File: src/rtl/mult_seq_ctrl.sv
// Shift-add multiplier sequencer: drives an external N-bit adder for N passes
// and returns the 2N-bit unsigned product over a valid/ready interface.
module mult_seq_ctrl #(
  parameter int N  = 8,
  parameter int CW = 4
) (
  input  logic           clk,
  input  logic           rst_n,
  input  logic           start,
  output logic           in_ready,
  input  logic [N-1:0]   op_a,
  input  logic [N-1:0]   op_b,
  output logic [N-1:0]   add_a,
  output logic [N-1:0]   add_b,
  output logic           add_cin,
  input  logic [N-1:0]   add_sum,
  input  logic           add_cout,
  output logic [2*N-1:0] product,
  output logic           res_valid,
  input  logic           res_ready,
  output logic           busy
);

  localparam logic [1:0] S_IDLE = 2'd0;
  localparam logic [1:0] S_CALC = 2'd1;
  localparam logic [1:0] S_DONE = 2'd2;

  logic [1:0]    state;
  logic [N-1:0]  acc;
  logic [N-1:0]  mq;
  logic [N-1:0]  mcand;
  logic [CW-1:0] cnt;
  logic          armed;
  logic          accept;

  // armed is low until the first edge after reset release, so a start that
  // coincides with reset deassertion is never taken.
  assign accept = (state == S_IDLE) && armed && start;

  // NOTE: every register here is state, so all use non-blocking assignments
  // and clear on the asynchronous reset; no flop is left uninitialised.
  always_ff @(posedge clk or negedge rst_n) begin
    if (!rst_n) begin
      state <= S_IDLE;
      acc   <= '0;
      mq    <= '0;
      mcand <= '0;
      cnt   <= '0;
      armed <= 1'b0;
    end else begin
      armed <= 1'b1;
      case (state)
        S_IDLE: begin
          if (accept) begin
            mcand <= op_a;
            mq    <= op_b;
            acc   <= '0;
            cnt   <= '0;
            state <= S_CALC;
          end
        end
        S_CALC: begin
          // Shift the sum right into acc:mq; the adder carry becomes acc's MSB.
          acc <= {add_cout, add_sum[N-1:1]};
          mq  <= {add_sum[0], mq[N-1:1]};
          cnt <= cnt + CW'(1);
          if (cnt == CW'(N - 1)) state <= S_DONE;
        end
        S_DONE: begin
          if (res_ready) state <= S_IDLE;
        end
        default: state <= S_IDLE;
      endcase
    end
  end

  // The shared adder sees zeros whenever this block is not computing.
  assign add_a   = (state == S_CALC) ? acc : '0;
  assign add_b   = ((state == S_CALC) && mq[0]) ? mcand : '0;
  assign add_cin = 1'b0;

  assign in_ready  = (state == S_IDLE) && armed;
  assign busy      = (state == S_CALC) || (state == S_DONE);
  assign res_valid = (state == S_DONE);
  assign product   = res_valid ? {acc, mq} : '0;

endmodule

File: config.mk
export PLATFORM = sky130hd
export DESIGN_NAME = mult_seq_ctrl
export DESIGN_NICKNAME = d
export VERILOG_FILES = /design/src/rtl/mult_seq_ctrl.sv
export SDC_FILE = /design/constraint.sdc
export NUM_CORES = 1
export LEC_CHECK = 0
export ABC_AREA = 1
export ABC_CLOCK_PERIOD_IN_PS = 2850
export CORE_ASPECT_RATIO = 0.5
export CORE_MARGIN = 5
export CORE_UTILIZATION = 47
export CTS_CLUSTER_SIZE = 8
export DETAILED_ROUTE_END_ITERATION = 8
export MAX_ROUTING_LAYER = met4
export PLACE_DENSITY = 0.84
export SETUP_SLACK_MARGIN = 0.4
export SYNTH_ARGS = -nofsm -noshare
export SYNTH_HDL_FRONTEND = slang
export SYNTH_SLANG_ARGS = --single-unit
File: constraint.sdc
create_clock -name clk -period 2.85 [get_ports clk]
set_clock_uncertainty 0.2 [all_clocks]
set_input_delay 0.7125 -clock clk [delete_from_list [all_inputs] [get_ports clk]]
set_output_delay 0.7125 -clock clk [all_outputs]
set_load 0.02 [all_outputs]
==> qor.txt <==
outcome: finished, final reports clean
Starting Density: 49.6%
hold path depth: 2
IO Port Bufs: 63
Post-Syn Nets: 263
first-pass GRT wire length: 7.21 mm
Layout area overhead: 44.4%
CTS tree: built
minimum clock period: 2.42 ns
max-cap violations: 0
Clock Sinks: 31
die height: 53.0 um
synthesized flop and latch total: 31
vias in the first global route: 1639
GRT overflow: 0
worst-path cell chain: inv_2 > ha_2 > buf_8 > clkdlybuf4s15_1
final hold viol count: 0
syn_area_per_cell: 7.61 um2
worst flop-to-flop path endpoint: acc[5]
Worst setup EP type: output port
Leak: 1.39 nW
crit path max fanout: 11
DRT Wirelength: 4.41 mm
Sequential Area: 777 um2
Crit-path slowest cell: dfrtp_2
ANT nets after route: 0
hold_sp: acc[7]
Final nets: 331
Final Slew Violations: 0
row count: 15
H-tree levels: 2
fill cell count: 260
crit-path max cell delay: 0.44 ns
Peak VDD IR: 0.000496 V
Crit path required time: 1.94 ns
Vias: 1633
flop2flop setup slack: 0.87 ns
Final GP Congestion: 0.829
CORE AREA: 3510 um2
CP startpoint kind: flop
Pwr Total: 2.51 mW
library cells used by synthesis: 24
max frequency: 0.413 GHz
clock slew at reported path FFs: 0.06 ns
worst hold endpoint: acc[7]
total track usage: 19.1%
WL/cell: 12.6 um
HP Class: flop to flop
ratio of cells with drive above 1 in the final layout: 22.8%
Top Ports: 65
post-detail-place hpwl: 3.14 mm
Die W: 96.1 um
n_diodes: 0
Final setup violation count: 0
Worst-Skew Late Latency: 0.28 ns
Synth Cell Area: 1740 um2
TritonRoute pass-1 iters: 4
largest net degree at the start of global routing: 32
multi-input combinational cell area: 753 um2
Hold-fix buffers, CTS: 0
clk buf depth: 2
Root Driver: clkbuf_8
Yosys warnings: 0
post-DR vias/cell: 4.68
Seq/Total Area, Yosys: 44.5%
kind of critical path: flop to output port
Pwr Density: 997 nW/um2
DRC viols: 0
R2R cell count: 7
total CTS buffers: 5
unrepaired setup endpoints after global routing: yes
Mapped Cells: 229
fin crit share: 84.9%
initial antenna violation count: 0
origin of the critical flop-to-flop path: state[0]
number of DRC markers in iteration 0: 56
final setup TNS: 0 ns
Arrival @ worst endpoint: 1.51 ns
die area: 5100 um2
fin util: 71.7%
worst max-delay path by stage:
stage / from / end / cells after the start
detailed placement: state[1] / add_b[2] / 5
finish: state[0] / res_valid / 4
global placement: state[1] / add_b[5] / 5
CTS: state[1] / add_b[0] / 5
global route: state[0] / res_valid / 4
floorplan: state[0] / product[10] / 6
per-layer routing:
layer  part of all wire [%]  vias to the layer above  global-route usage, %
met5                      0                        -                      -
met3                    4.2                        4                   4.55
li1                       -                      819                      -
met4                   0.75                        0                   5.42
met2                     49                       36                   33.7
met1                     46                      774                   21.9
flip-flops by register name (all words and copies together), names as in the netlist:
| register | cells |
|---|---|
| mcand | 8 |
| state | 2 |
| acc | 8 |
| cnt | 4 |
| armed | 1 |
| mq | 8 |
power breakdown:
| group | total [mW] | switching, mW | internal [mW] |
|---|---|---|---|
| logic | 1.36 | 0.815 | 0.546 |
| registers | 0.769 | 0.131 | 0.638 |
| clock network | 0.379 | 0.159 | 0.220 |
| total | 2.51 | 1.10 | 1.40 |
cell usage after synthesis:
cell	count	share of area, %
a21oi_1	10	2.9
buf_1	1	0.22
buf_12	1	1.1
buf_2	3	0.86
buf_4	3	1.3
buf_6	1	0.65
clkbuf_1	1	0.22
conb_1	2	0.43
dfrtp_1	31	45
ha_1	5	3.6
inv_1	42	9.1
inv_2	1	0.22
nand2_1	64	14
nand2_4	1	0.65
nand3_1	5	1.4
nand3_2	8	4.6
nand3_4	1	1.0
nand4_1	2	0.72
nor2_1	31	6.7
o211ai_1	1	0.43
o21a_1	6	2.6
o21ai_0	6	1.7
o21ai_1	1	0.29
o21ai_2	2	1.0
logic make-up after synthesis:
family | share of synthesized area (%)
AOI/OAI and AO/OA | 8.91
other | 0.431
and+or+nand+nor | 28.9
buffers and inverters | 13.6
DFF | 44.5
adders and majority gates | 3.59
layout make-up:
cell class                      instances  area share, %
Tap cell                               51           2.54
Clock buffer                            8           3.98
Timing Repair Buffer                   71           26.2
Multi-Input combinational cell        145           30.0
Sequential cell                        31           30.9
Inverter                               43           6.42
worst max-delay path: cells and delay by family (launching register included):
| family | cells | cell delay [ns] |
|---|---|---|
| adder cells (fa/ha/maj) | 1 | 0.22 |
| buffers and inverters | 3 | 0.56 |
| flip-flops | 1 | 0.44 |
metrics by stage:
| stage | hold slack (ns) | setup WS (ns) | cells | area (um2) |
|---|---|---|---|---|
| floorplan | 0.217 | 0.496 | 229 | 1740 |
| global placement | 0.282 | 0.278 | 338 | 2410 |
| detailed placement | 0.292 | 0.167 | 338 | 2410 |
| CTS | 0.309 | 0.264 | 346 | 2540 |
| global route | 0.331 | 0.370 | 349 | 2510 |
| finish | 0.308 | 0.430 | 349 | 2510 |
cell usage in the layout (no fill, tap or decap), types with 2 or more instances in the layout:
| cell type | count |
|---|---|
| a21oi_1 | 10 |
| buf_2 | 4 |
| buf_4 | 4 |
| clkbuf_2 | 14 |
| clkbuf_8 | 7 |
| clkdlybuf4s15_2 | 15 |
| clkdlybuf4s50_1 | 28 |
| conb_1 | 2 |
| dfrtp_1 | 30 |
| ha_1 | 2 |
| ha_2 | 2 |
| inv_1 | 40 |
| inv_2 | 3 |
| nand2_1 | 63 |
| nand2_4 | 2 |
| nand3_1 | 5 |
| nand3_2 | 8 |
| nand4_1 | 2 |
| nor2_1 | 31 |
| o21a_1 | 6 |
| o21ai_0 | 6 |
| o21ai_2 | 2 |
timing repair:
action	4_1_cts	5_1_grt
gates cloned	0	1
buffers inserted	0	2
gates resized for setup	90	28
endpoints found under the setup margin	35	34
(Power assumes the default switching activity.)
